`src/rtl/trap_ctrl_if.sv`:
```
// trap_ctrl_if: trap strobe / acknowledge handshake between the trap
// sequencer (master) and the CSR file (slave). CAUSE and NPC travel with
// the CS strobe and are held stable until CS_ACK is seen.
interface trap_ctrl_if;
   logic        CS;
   logic [63:0] CAUSE;
   logic [63:0] NPC;
   logic        CS_ACK;

   modport master (
      output CS,
      output CAUSE,
      output NPC,
      input  CS_ACK
   );

   modport slave (
      input  CS,
      input  CAUSE,
      input  NPC,
      output CS_ACK
   );
endinterface

```
`src/rtl/trap_ctrl.sv`:
```
// trap_ctrl: trap sequencer sitting directly upstream of the CSR file.
// Collects synchronous exceptions and level interrupts, prioritises them
// (exception > MEI > MSI > MTI), stalls and drains the pipeline, strobes CS
// with CAUSE/NPC for one cycle, then holds the core until the CSR file
// acknowledges. All traps enter M-mode.
// Optional machine timer (MTIME/MTIMECMP, source of MTI) is built only when
// the macro TRAP_TIMER_EN is defined; otherwise MTI is tied off and the
// timer ports and flops do not exist.
module trap_ctrl #(
   parameter int DRAIN_MAX = 16,
   parameter int TIMER_DIV = 1
) (
   input  logic        CLK,
   input  logic        RESET,
   input  logic        EXC_VALID,
   input  logic [4:0]  EXC_CODE,
   input  logic [63:0] EXC_PC,
   input  logic [63:0] CUR_PC,
   input  logic        IRQ_EXT,
   input  logic        IRQ_SW,
   input  logic        MIE_GLOBAL,
   input  logic [63:0] MIE_MASK,
   input  logic        DRAIN_DONE,
   trap_ctrl_if.master csr,
   output logic        STALL,
   output logic        BUSY
`ifdef TRAP_TIMER_EN
   ,
   input  logic        TMR_WE,
   input  logic [63:0] TMR_WDATA,
   output logic [63:0] MTIME
`endif
);

   localparam int CNT_W = $clog2(DRAIN_MAX + 1);
   localparam logic [CNT_W-1:0] CNT_LAST = CNT_W'(DRAIN_MAX - 1);

   typedef enum logic [1:0] {
      S_IDLE  = 2'd0,
      S_DRAIN = 2'd1,
      S_FIRE  = 2'd2,
      S_WAIT  = 2'd3
   } state_t;

   state_t           state_q;
   state_t           state_nxt;
   logic [CNT_W-1:0] cnt_q;
   logic             cnt_inc;
   logic             cnt_clr;
   logic [63:0]      cause_q;
   logic [63:0]      npc_q;
   logic             latch_en;
   logic [63:0]      latch_cause;
   logic [63:0]      latch_npc;
   logic             cs_comb;
   logic             stall_comb;
   logic             busy_comb;

   logic             mtip;
   logic             irq_mei;
   logic             irq_msi;
   logic             irq_mti;
   logic             irq_take;
   logic [3:0]       irq_code;
   logic             unused_mask;

   // Interrupt mcause: interrupt bit set, 4-bit code in the low bits.
   function automatic logic [63:0] irq_cause(input logic [3:0] code);
      return {1'b1, 59'b0, code};
   endfunction

   // Exception mcause: interrupt bit clear, exception code in the low bits.
   function automatic logic [63:0] exc_cause(input logic [4:0] code);
      return {59'b0, code};
   endfunction

`ifdef TRAP_TIMER_EN
   localparam int DIV_W = (TIMER_DIV > 1) ? $clog2(TIMER_DIV) : 1;
   localparam logic [DIV_W-1:0] DIV_LAST = DIV_W'(TIMER_DIV - 1);

   logic [DIV_W-1:0] div_cnt_q;
   logic [63:0]      mtime_q;
   logic [63:0]      mtimecmp_q;

   // Free-running MTIME prescaled by TIMER_DIV; MTIMECMP written by TMR_WE.
   always_ff @(posedge CLK or negedge RESET) begin
      if (!RESET) begin
         div_cnt_q  <= '0;
         mtime_q    <= '0;
         mtimecmp_q <= '1;
      end else begin
         if (div_cnt_q == DIV_LAST) begin
            div_cnt_q <= '0;
            mtime_q   <= mtime_q + 64'd1;
         end else begin
            div_cnt_q <= div_cnt_q + DIV_W'(1);
         end
         if (TMR_WE) begin
            mtimecmp_q <= TMR_WDATA;
         end
      end
   end

   assign mtip  = (mtime_q >= mtimecmp_q);
   assign MTIME = mtime_q;
`else
   assign mtip = 1'b0;
`endif

   // Only MEIE/MTIE/MSIE are meaningful here; the rest of mie is ignored.
   assign unused_mask = ^{MIE_MASK[63:12], MIE_MASK[10:8], MIE_MASK[6:4], MIE_MASK[2:0]};

   assign irq_mei  = IRQ_EXT & MIE_MASK[11];
   assign irq_msi  = IRQ_SW  & MIE_MASK[3];
   assign irq_mti  = mtip    & MIE_MASK[7];
   assign irq_take = MIE_GLOBAL & (irq_mei | irq_msi | irq_mti);
   assign irq_code = irq_mei ? 4'd11 : (irq_msi ? 4'd3 : 4'd7);

   // Next-state and control decode for the IDLE->DRAIN->FIRE->WAIT sequence.
   always_comb begin
      state_nxt   = state_q;
      latch_en    = 1'b0;
      latch_cause = '0;
      latch_npc   = '0;
      cnt_inc     = 1'b0;
      cnt_clr     = 1'b0;
      cs_comb     = 1'b0;
      stall_comb  = 1'b1;
      busy_comb   = 1'b1;
      case (state_q)
         S_IDLE: begin
            stall_comb = 1'b0;
            busy_comb  = 1'b0;
            if (EXC_VALID) begin
               latch_en    = 1'b1;
               latch_cause = exc_cause(EXC_CODE);
               latch_npc   = EXC_PC;
               state_nxt   = S_DRAIN;
            end else if (irq_take) begin
               latch_en    = 1'b1;
               latch_cause = irq_cause(irq_code);
               latch_npc   = CUR_PC;
               state_nxt   = S_DRAIN;
            end
         end
         S_DRAIN: begin
            cnt_inc = 1'b1;
            if (DRAIN_DONE || (cnt_q == CNT_LAST)) begin
               state_nxt = S_FIRE;
            end
         end
         S_FIRE: begin
            // An acknowledge coincident with the strobe is deliberately ignored.
            cs_comb   = 1'b1;
            state_nxt = S_WAIT;
         end
         S_WAIT: begin
            if (csr.CS_ACK) begin
               cnt_clr   = 1'b1;
               state_nxt = S_IDLE;
            end
         end
         default: begin
            state_nxt = S_IDLE;
         end
      endcase
   end

   // State register and drain watchdog counter.
   always_ff @(posedge CLK or negedge RESET) begin
      if (!RESET) begin
         state_q <= S_IDLE;
         cnt_q   <= '0;
      end else begin
         state_q <= state_nxt;
         if (cnt_clr) begin
            cnt_q <= '0;
         end else if (cnt_inc) begin
            cnt_q <= cnt_q + CNT_W'(1);
         end
      end
   end

   // CAUSE/NPC captured only when a trap is accepted in IDLE.
   always_ff @(posedge CLK or negedge RESET) begin
      if (!RESET) begin
         cause_q <= '0;
         npc_q   <= '0;
      end else if (latch_en) begin
         cause_q <= latch_cause;
         npc_q   <= latch_npc;
      end
   end

   assign csr.CS    = cs_comb;
   assign csr.CAUSE = cause_q;
   assign csr.NPC   = npc_q;
   assign STALL     = stall_comb;
   assign BUSY      = busy_comb;

endmodule

```
`src/flat_wrapper.sv`:
```
// flat-port wrapper written by rule: the top's interface ports become plain ports
module trap_ctrl_flat 
#(
   parameter int DRAIN_MAX = 16,
   parameter int TIMER_DIV = 1
)
  (CLK, RESET, EXC_VALID, EXC_CODE, EXC_PC, CUR_PC, IRQ_EXT, IRQ_SW, MIE_GLOBAL, MIE_MASK, DRAIN_DONE, STALL, BUSY, csr_CS, csr_CAUSE, csr_NPC, csr_CS_ACK);
  trap_ctrl_if csr_i ();
  input  logic CLK;
  input  logic RESET;
  input  logic EXC_VALID;
  input  logic [4:0] EXC_CODE;
  input  logic [63:0] EXC_PC;
  input  logic [63:0] CUR_PC;
  input  logic IRQ_EXT;
  input  logic IRQ_SW;
  input  logic MIE_GLOBAL;
  input  logic [63:0] MIE_MASK;
  input  logic DRAIN_DONE;
  output logic STALL;
  output logic BUSY;
  output wire logic [$bits(csr_i.CS)-1:0] csr_CS;
  output wire logic [$bits(csr_i.CAUSE)-1:0] csr_CAUSE;
  output wire logic [$bits(csr_i.NPC)-1:0] csr_NPC;
  input wire logic [$bits(csr_i.CS_ACK)-1:0] csr_CS_ACK;
  assign csr_CS = csr_i.CS;
  assign csr_CAUSE = csr_i.CAUSE;
  assign csr_NPC = csr_i.NPC;
  assign csr_i.CS_ACK = csr_CS_ACK;
  trap_ctrl #(.DRAIN_MAX(DRAIN_MAX), .TIMER_DIV(TIMER_DIV)) u_core (.CLK(CLK), .RESET(RESET), .EXC_VALID(EXC_VALID), .EXC_CODE(EXC_CODE), .EXC_PC(EXC_PC), .CUR_PC(CUR_PC), .IRQ_EXT(IRQ_EXT), .IRQ_SW(IRQ_SW), .MIE_GLOBAL(MIE_GLOBAL), .MIE_MASK(MIE_MASK), .DRAIN_DONE(DRAIN_DONE), .csr(csr_i), .STALL(STALL), .BUSY(BUSY));
endmodule
```
`config.mk`:
```
export PLATFORM = sky130hd
export DESIGN_NAME = trap_ctrl_flat
export DESIGN_NICKNAME = d
export VERILOG_FILES = /design/src/rtl/trap_ctrl_if.sv /design/src/rtl/trap_ctrl.sv /design/src/flat_wrapper.sv
export SDC_FILE = /design/constraint.sdc
export NUM_CORES = 1
export LEC_CHECK = 0
export ABC_AREA = 1
export ABC_CLOCK_PERIOD_IN_PS = 1400
export CORE_ASPECT_RATIO = 0.6
export CORE_MARGIN = 4
export CORE_UTILIZATION = 32
export CTS_BUF_LIST = sky130_fd_sc_hd__clkbuf_8
export DETAILED_ROUTE_END_ITERATION = 8
export PLACE_DENSITY = 0.79
export SYNTH_ARGS = -nofsm -noshare
export SYNTH_HDL_FRONTEND = slang
export SYNTH_SLANG_ARGS = --single-unit
```
`constraint.sdc`:
```
create_clock -name CLK -period 1.4 [get_ports CLK]
set_clock_uncertainty 0.05 [all_clocks]
set_input_delay 0.14 -clock CLK [delete_from_list [all_inputs] [get_ports CLK]]
set_output_delay 0.14 -clock CLK [all_outputs]
set_load 0.02 [all_outputs]
```
Yosys cells after proc, flatten, opt, wreduce, memory -nomap -nowiden
Cells that the tools add are included.
{"block": "word_totals", "regBits": 135, "in_bits": 205, "output_inout_bits": 131, "word_cells": 43}
{"block": "op_classes", "addsub": 1, "n_eq_ne": 7, "mux": 23, "n_bitwise": 4, "n_reduce_logical": 4}
{"op": "$mux 64", "n": 6}
{"op": "$mux 5", "n": 2}
{"op": "$mux 1", "n": 8}
{"op": "$mux 2", "n": 4}
{"op": "$pmux 2 s4", "n": 1}
{"op": "$add 5x1->5 const B", "n": 1}
{"op": "$eq 5x4->1 const B", "n": 1}
{"op": "$eq 2x2->1 const B", "n": 2}
{"op": "$mux 4", "n": 1}
{"op": "$and 1x1->1", "n": 3}
{"op": "$mux 3", "n": 1}
{"op": "$ne 3x2->1 const B", "n": 1}
{"op": "$reduce_and 3->1", "n": 1}
{"op": "$eq 2x1->1 const B", "n": 1}
{"op": "$logic_not 2->1", "n": 1}
{"op": "$ne 2x1->1 const B", "n": 1}
{"op": "$ne 2x2->1 const B", "n": 1}
{"op": "$reduce_bool 2->1", "n": 1}
{"op": "$logic_or 1x1->1", "n": 1}
{"op": "$or 1x1->1", "n": 1}

Depth between registers and ports, before layout
{"block": "depth", "depth_word": 6, "mapped_depth": 9, "depth_no_buf": 8}

Least setup slack after synthesis
Ideal clock, no wire load.
{"block": "synth_timing", "path_kind": "reg2reg", "start": "reg u_core.state_q[0]", "end": "reg u_core.npc_q[10], in the netlist u_core.csr.NPC[10]", "setup_ns": 0.066, "arrival_ns": 1.359, "t_required_ns": 1.284, "path_slack_ns": -0.075, "stages_incl_launch_ff": 8, "path_buffers": 2, "synth_period_minus_slack_ns": 1.475, "path_cell_list": "dfrtp_1 > inv_1 > ha_1 > buf_2 > nand3_1 > clkbuf_1 > nand3_1 > nand2_1"}
{"block": "synth_between", "elab_chain_len": 2, "word_cells_on_any_way": 3, "classes_between": "mux: 2; reduce/logical: 1"}
{"item": "start: declaration", "line": "trap_ctrl.sv:45", "source": "state_t state_q;"}
{"item": "start signal: assignment", "line": "trap_ctrl.sv:175", "source": "state_q <= state_nxt;"}
{"item": "$logic_not 2->1 *", "line": "trap_ctrl.sv:130", "source": "case (state_q)"}
{"item": "$mux 64 or $mux 1 (tied branches)", "line": "trap_ctrl.sv:130"}
{"item": "end signal: assignment", "line": "trap_ctrl.sv:191", "source": "npc_q <= latch_npc;"}
{"item": "end: declaration", "line": "trap_ctrl.sv:51", "source": "logic [63:0] npc_q;"}
Mark *: on every way between the ends. The rest lies on a longest branch, timed or not.
A chain may end at the register's enable or synchronous reset.

Final worst setup path
{"block": "layout_timing", "start": "reg u_core.state_q[1]", "end": "reg u_core.npc_q[60], in the netlist u_core.csr.NPC[60]"}
The elaborated chain is that of the path after synthesis.

==> out/metrics.yaml <==
slew_violations: 0
wl_mm: 16.8
min_path_type: "in -> reg"
setup_viol: 71
violations: "negative setup slack"
grt_max_degree: 78
met3_usage: 0.0764
drcViolationCount: 0
die_w_um: 163
htree_levels: 3
drt-pass1-iter-count: 4
critPathMaxStageDelay_ns: 0.40
fin_ws_ns: -0.0852
period_needed_ns: 1.49
grt.met2_usage: 0.308
most-common-layout-cells: "nand2_1 (275), clkdlybuf4s50_1 (140), nand3_1 (90)"
ys_warn_count: 0
drt-initial-drc-count: 249
startpoint_type: "flip-flop"
ios: 336
fin_util: 0.555
worstPathCellList: "inv_2 > ha_4 > buf_6 > nand3_4 > buf_12 > clkbuf_16 > nand3_1 > nand2_1"
period_share: 1.06
dpl_cell_area_um2: 6870
busiest_layer: "met2"
cpLargestDelayFamily: "buffers and inverters"
vias: 4857
antenna_cells: 0
fp.dieArea_um2: 16400
grt_pass1_wl_mm: 23.9
via_per_inst: 4.56
rows: 33
grt_overflow: 0
layout_commonest_cell: "nand2_1"
cp_max_fo: 7
grt_use_total: 0.183
total_power_mw: 13.0
cts_root_buffer: "clkbuf_8"
numCtsBuffers: 9
wl_per_cell_um: 15.8
path_clk_slew_ns: 0.08
nets: 1080
final_antenna_net_count: 0
p_leak_nw: 4.05
hold-worst-slack_ns: 0.269
rsz0062_at_grt: "true"
first_global_vias: 4633
grtUsageMet1: 0.225
antenna_found_initial: 0
hold_viol_final: 0
ir_worst_vdd_uv: 805
slowest_stage: "dfrtp_1"
design_area_um2: 7700
syn_area_um2: 4600
p_per_area_nw_per_um2: 1690
synthCells: 645
critical_path_buf_inv_count: 4
syn_to_final_growth_pct: 67.6
drive_gt1_frac: 0.159
avgSynthCellArea_um2: 7.13
start_util: 0.331
core_um2: 13900
yosysSeqAreaShare: 0.419
cts_max_path_buffers: 2
clock-sinks: 77
portBuffers: 215
arrival_ns: 1.68
status: "finished with violations"
synth-seq-cells: 77
cts_tree: "yes"
dp_hpwl_mm: 11.2
cp.required_ns: 1.59
critical_path_class: "reg -> reg"
max_freq_ghz: 0.673
synth_cell_types: 17
die_h_um: 101
end_kind: "flip-flop"
maxCapViolations: 0
fill_cells: 1332
clk_latency_ns: 0.34
gp_congestion: 0.797
## per-stage QoR
| stage | worst slack (ns) | cells | setup TNS, ns |
|---|---|---|---|
| 2_1_floorplan | -0.00994 | 702 | -0.452 |
| 3_3_place_gp | -0.153 | 1032 | -10.02 |
| 3_5_place_dp | -0.190 | 1032 | -12.29 |
| 4_1_cts | -0.115 | 1056 | -5.22 |
| 5_1_grt | -0.137 | 1065 | -7.63 |
| 6_report | -0.0852 | 1065 | -3.60 |
## layer usage
metal  share of wire  wire (µm)
met1            0.41       6920
met2            0.47       7960
met3            0.11       1810
met4          0.0065        110
met5               0          0
## cells in the mapped netlist, drive strengths merged
master | count | area share
dfrtp | 77 | 0.42
clkbuf | 9 | 0.0074
buf | 93 | 0.13
conb | 1 | 0.00082
and3 | 1 | 0.0014
ha | 7 | 0.019
o21ai | 3 | 0.0033
nand3 | 142 | 0.15
inv | 11 | 0.0090
nor2 | 11 | 0.013
nand2 | 283 | 0.23
a21oi | 4 | 0.0044
or2 | 3 | 0.0041
## cells by family after synthesis
family | count (synthesis) | share of synthesized area
and+or+nand+nor | 440 | 0.404
buffers and inverters | 113 | 0.149
adders and majority gates | 7 | 0.0191
DFF | 77 | 0.419
other | 1 | 0.000816
AOI/OAI and AO/OA | 7 | 0.00762
## layout make-up
class	instances	area [µm²]	area share
timing repair buffer	257	2700	0.351
multi-input combinational	512	2590	0.337
sequential	77	1930	0.250
tap	192	240	0.0312
clock buffer	10	138	0.0179
clock inverter	6	62.6	0.00812
inverter	11	41.3	0.00536
## final timing paths
| path | from | end | slack (ns) | depth (start not counted) |
|---|---|---|---|---|
| max in group asynchronous | RESET | u_core.csr.NPC[16] | 0.63 | 3 |
| min in group asynchronous | RESET | u_core.csr.NPC[56] | 0.29 | 3 |
| hold / removal | EXC_VALID | u_core.csr.CAUSE[3] | 0.27 | 5 |
| setup reg to reg | u_core.state_q[1] | u_core.csr.NPC[60] | -0.09 | 8 |
| setup / recovery | u_core.state_q[1] | u_core.csr.NPC[60] | -0.09 | 8 |
| hold reg to reg | u_core.cnt_q[2] | u_core.cnt_q[2] | 0.44 | 1 |
## registers in the layout, summed over array words and instances (netlist names)
signal / cells
u_core.state_q: 2
u_core.csr.CAUSE: 6
u_core.cnt_q: 5
u_core.csr.NPC: 64
## worst min-delay path: stages
cell and delay (ns):
buf_2 0.21, nand2_1 0.10, o21ai_0 0.07, nand2_1 0.07
nand2_1 0.05
## timing repair
item,CTS,global route
endpoints found under the setup margin,146,76
buffers inserted,4,3
gates cloned,3,6
hold endpoints to repair,77,0
gates resized for setup,115,56
pin swaps,16,43
hold buffers,1,0
## where the power goes
part | switching (mW) | internal [mW]
Clock | 0.864 | 0.866
Combinational | 4.24 | 3.13
Sequential | 0.648 | 3.26
Power figures use the tool's default switching activity.
==> RTL edit 1: new RTL, config.mk and constraints unchanged <==
`DRAIN_MAX` is set to 16 in 2 places; all go to 8.
--- a/src/rtl/trap_ctrl.sv
+++ b/src/rtl/trap_ctrl.sv
@@ -9,3 +9,3 @@
 module trap_ctrl #(
-   parameter int DRAIN_MAX = 16,
+   parameter int DRAIN_MAX = 8,
    parameter int TIMER_DIV = 1
--- a/src/flat_wrapper.sv
+++ b/src/flat_wrapper.sv
@@ -3,3 +3,3 @@
 #(
-   parameter int DRAIN_MAX = 16,
+   parameter int DRAIN_MAX = 8,
    parameter int TIMER_DIV = 1
Behaviour: not the same (Yosys sat finds a counterexample within 10 cycles, from zero or initial values and one cycle with RESET low).
==> RTL edit 1 against the original RTL <==
- area after synthesis grew 3.0%
- sequential cell count decreased by 1
- fmax grew 7.6%
- via count decreased by 6.6%
- routed wire length shrank 7.4%
- design area down 3.7%
- total power is 1.2% lower
- highest routed layer unchanged
- worst setup slack improved by 100 ps
==> RTL edit 1: results (changes against the original RTL) <==
outcome: "complete, no violations"
grt_pass1_wl_microns: 21800  # -8.5%
fillers: 1433  # +7.6%
path_class: "reg2reg"
avgRoutedWirePerCell_microns: 14.7  # -6.6%
seq_area_frac_synth_pct: 40.2  # -1.8 points
place_ws_ps: -171  # +18.6 ps
fin_ws_ps: 19.7  # +105 ps
diodes: 0  # unchanged
r2r_cells: 7  # -1
grt_max_degree: 42  # -46%
numCtsBuffers: 9  # unchanged
cp_max_fo: 14  # +7
yosys_warnings: 0  # unchanged
cts-root-buf: "clkbuf_8"
p_leak_uw: 0.00388  # -4.1%
vdd_drop_max_uv: 769  # -4.4%
gp_congestion: 0.772  # -3.1%
ys_types: 21  # +4
hold_slack_ps: 196  # -72.3 ps
dp.final_hpwl_microns: 11200  # about the same
final_nets: 1064  # -1.5%
cts.path.max_buffers: 2  # unchanged
worstSkewPairLatency_ps: 350
slowest_delay_ps: 390
synthCells: 633  # -1.9%
grt_pass1_vias: 4288  # -7.4%
critPathTopFamily: "buffers and inverters"
synth_top_area_cell: "dfrtp_1"
io_buffers: 215  # unchanged
antenna_found_initial: 0  # unchanged
clk_pin_slew_ps: 90
firstDrtPassIters: 4  # unchanged
drive_gt1_share_pct: 16.7  # +0.74 points
viasPerCell: 4.30  # -5.8%
h-tree-depth: 3  # unchanged
placed_cells: 1032  # unchanged
power.share.switching_pct: 44.3  # about the same
hp-class: "in2async"
yosys-top-cells-area: "dfrtp_1, nand2_1, buf_4"
r2r-end: "u_core.csr.NPC[39]$_DFFE_PN0P_"
grt_usage_pct: 16.4  # -1.9 points
vias: 4536  # -6.6%
r2r_setup_slack_ps: 20  # +100 ps
r2r-start: "u_core.state_q[0]$_DFFE_PN0P_"
async_reset_ff_share_pct: 100  # unchanged
largest_register_ffs: 64  # unchanged
synth_common_cells: "nand2_1, dfrtp_1, buf_4"
first_iter_violations: 261  # +4.8%
slowest_stage: "dfrtp_1"
RTL edit 1: routing by layer:
| layer | part of all wire (%) | vias up | GRT usage, % |
|---|---|---|---|
| li1 | - | 2277 | - |
| met1 | 44 | 2081 | 20.5 |
| met2 | 45 | 166 | 27.2 |
| met3 | 9.8 | 12 | 6.53 |
| met4 | 0.93 | 0 | 3.51 |
| met5 | 0 | - | 0 |
RTL edit 1: area by class of cell:
| type | count | area (sq um) | area share, % |
|---|---|---|---|
| Sequential cell | 76 | 1900 | 25.6 |
| Clock inverter | 7 | 90.1 | 1.21 |
| Inverter | 13 | 51.3 | 0.692 |
| Clock buffer | 9 | 124 | 1.67 |
| Multi-Input combinational cell | 505 | 2500 | 33.7 |
| Timing Repair Buffer | 248 | 2500 | 33.7 |
| Tap cell | 198 | 248 | 3.34 |
RTL edit 1: logic make-up (layout without fill, tap and decap cells):
| logic type | after synthesis | count (layout) | synth area share [%] |
|---|---|---|---|
| other | 1 | 58 | 0.0792 |
| AO/OA/AOI/OAI | 5 | 5 | 0.581 |
| flip-flops | 76 | 76 | 40.2 |
| adder cells (fa/ha/maj) | 6 | 6 | 1.59 |
| AND/OR/NAND/NOR | 436 | 436 | 41.3 |
| buffers and inverters | 109 | 277 | 16.3 |
RTL edit 1: how the worst min path moves through the flow:
stage / startpoint / endpoint / depth (start not counted)
floorplan: RESET / u_core.cnt_q[0]$_DFFE_PN0P_ / 0
detailed placement: RESET / u_core.csr.NPC[4]$_DFFE_PN0P_ / 1
CTS: RESET / u_core.csr.NPC[4]$_DFFE_PN0P_ / 2
global route: RESET / u_core.csr.NPC[4]$_DFFE_PN0P_ / 2
finish: RESET / u_core.csr.NPC[10]$_DFFE_PN0P_ / 2
global placement: RESET / u_core.csr.NPC[10]$_DFFE_PN0P_ / 1
RTL edit 1: what timing repair did:
action	CTS	global route
hold endpoints to repair	76	0
hold buffers	1	0
resized for setup	90	66
endpoints found under the setup margin	142	70
buffers inserted	2	0
cloned	0	5
pin swaps	0	7
RTL edit 1: power by group through the flow:
stage,combinational [uW],clock (uW),sequential [uW]
global placement,6840,0,3790
CTS,6390,1920,3760
detailed placement,6950,0,3820
global route,7730,2010,3980
finish,7140,1850,3850
floorplan,2460,0,4950
RTL edit 1: through the flow:
stage                     util [%]  cell area [sq um]
after global routing          51.1               7420
after detailed placement      47.7               6920
after floorplan                  -               4950
after global placement        47.7               6920
final                         51.1               7420
after CTS                     48.8               7080
==> RTL edit 2: new RTL, same settings <==
Without the edit above. One comparison of `cnt_q` changes from == to >=.
--- a/src/rtl/trap_ctrl.sv
+++ b/src/rtl/trap_ctrl.sv
@@ -147,3 +147,3 @@
             cnt_inc = 1'b1;
-            if (DRAIN_DONE || (cnt_q == CNT_LAST)) begin
+            if (DRAIN_DONE || (cnt_q >= CNT_LAST)) begin
                state_nxt = S_FIRE;
Behaviour: same outputs for any inputs over 4 cycles, from zero or initial values and one cycle with RESET low; that may be too few to reach the edited logic, so the function may still have changed.
==> RTL edit 2 against the original RTL <==
- total power is 1.9% higher
- design area is 0.99% lower
- count of clock-buffer cells in the layout is 1 lower
- routed wire length is 2.0% lower
- first-iteration DRC count is 11% lower
- largest power group unchanged
- utilization is 3.3 points lower
- area after synthesis is 4.7% higher
- worst setup slack worse by 51 ps
- critical path type unchanged
- sequential cell count stayed put
- the flow still finishes with violations (setup timing)
- critical endpoint is now u_core.state_q[0]$_DFFE_PN0P_
- highest routed layer unchanged
- sequential share of layout area is 0.25 points higher
==> RTL edit 2: results (changes against the original RTL) <==
drive_gt1_share_pct: 19.9  # +4.0 points
dp.final_hpwl_microns: 11100  # -0.68%
synth_top_area_cell: "dfrtp_1"
arrival_ps: 1720  # +40 ps
slowest_delay_ps: 370  # -30 ps
cts_resized: 91  # -21%
ys_types: 25  # +8
r2r-end: "u_core.state_q[0]$_DFFE_PN0P_"
grt_pass1_vias: 4475  # -3.4%
viasPerCell: 4.42  # -3.2%
grt_use_met3_pct: 6.28  # -1.4 points
post_cts_buffers: 2  # -2
place_area_sq_um: 6990  # +1.7%
fillers: 1417  # +6.4%
yosys-top-cells-area: "dfrtp_1, nand2_1, buf_4"
violations: "setup timing"
critPathLaunch: "u_core.cnt_q[0]$_DFFE_PN0P_"
first_iter_violations: 222  # -11%
wirelength_microns: 16500  # -2.0%
hold_slack_ps: 198  # -70.6 ps
dr_wl_met3_microns: 1360  # -25%
outcome: "finished with violations"
synth-compound-area-share_pct: 0.988  # +0.23 points
place_ws_ps: -194  # -3.77 ps
yosys_warnings: 0  # unchanged
fin_ws_ps: -136  # -51.2 ps
setup-tns-final_ps: -245  # +3360 ps
synth_fa_ha_area_share_pct: 1.82  # -0.086 points
wl_met2_microns: 7520  # -5.6%
final_nets: 1078  # -0.19%
wl_met1_microns: 7410  # +7.1%
setup_violations: 3  # -96%
gp_congestion: 0.841  # +5.6%
grt_pass1_wl_microns: 23200  # -2.8%
synth_area_per_cell_sq_um: 7.52  # +5.6%
cp_max_fo: 3  # -4
min_to: "u_core.csr.NPC[36]$_DFFE_PN0P_"
synth_xor_area_share_pct: 0.182  # +0.18 points
r2r_cells: 11  # +3
## RTL edit 2: cell types whose count changed after synthesis, moves of 5 or more
| cell | change |
|---|---|
| inv_1 | +6 |
| buf_1 | -5 |
| nand3_2 | +40 |
| buf_2 | -8 |
| buf_12 | +5 |
| nand2_1 | +62 |
| nand3_1 | -112 |
## RTL edit 2: power by group
group          internal (uW)  leakage (uW)  switching (uW)
registers               3280      0.000957             702
clock network            799     0.0000960             822
logic                   3200       0.00290            4450
total                   7280       0.00396            5980
## RTL edit 2: final cells by class
cell class	instances	area, sq um	share of cell area (%)
clock buffer	9	124	1.62
clock inverter	6	56.3	0.738
inverter	16	62.6	0.820
multi-input combinational	508	2640	34.7
sequential	77	1930	25.3
tap	198	248	3.25
timing repair buffer	254	2560	33.6
## RTL edit 2: worst max-delay path, delay by kind of cell (launching register included)
family | cells | cell delay (ps)
buffers and inverters | 2 | 80
AND/OR/NAND/NOR | 7 | 580
adder cells (fa/ha/maj) | 2 | 350
flip-flops | 1 | 370
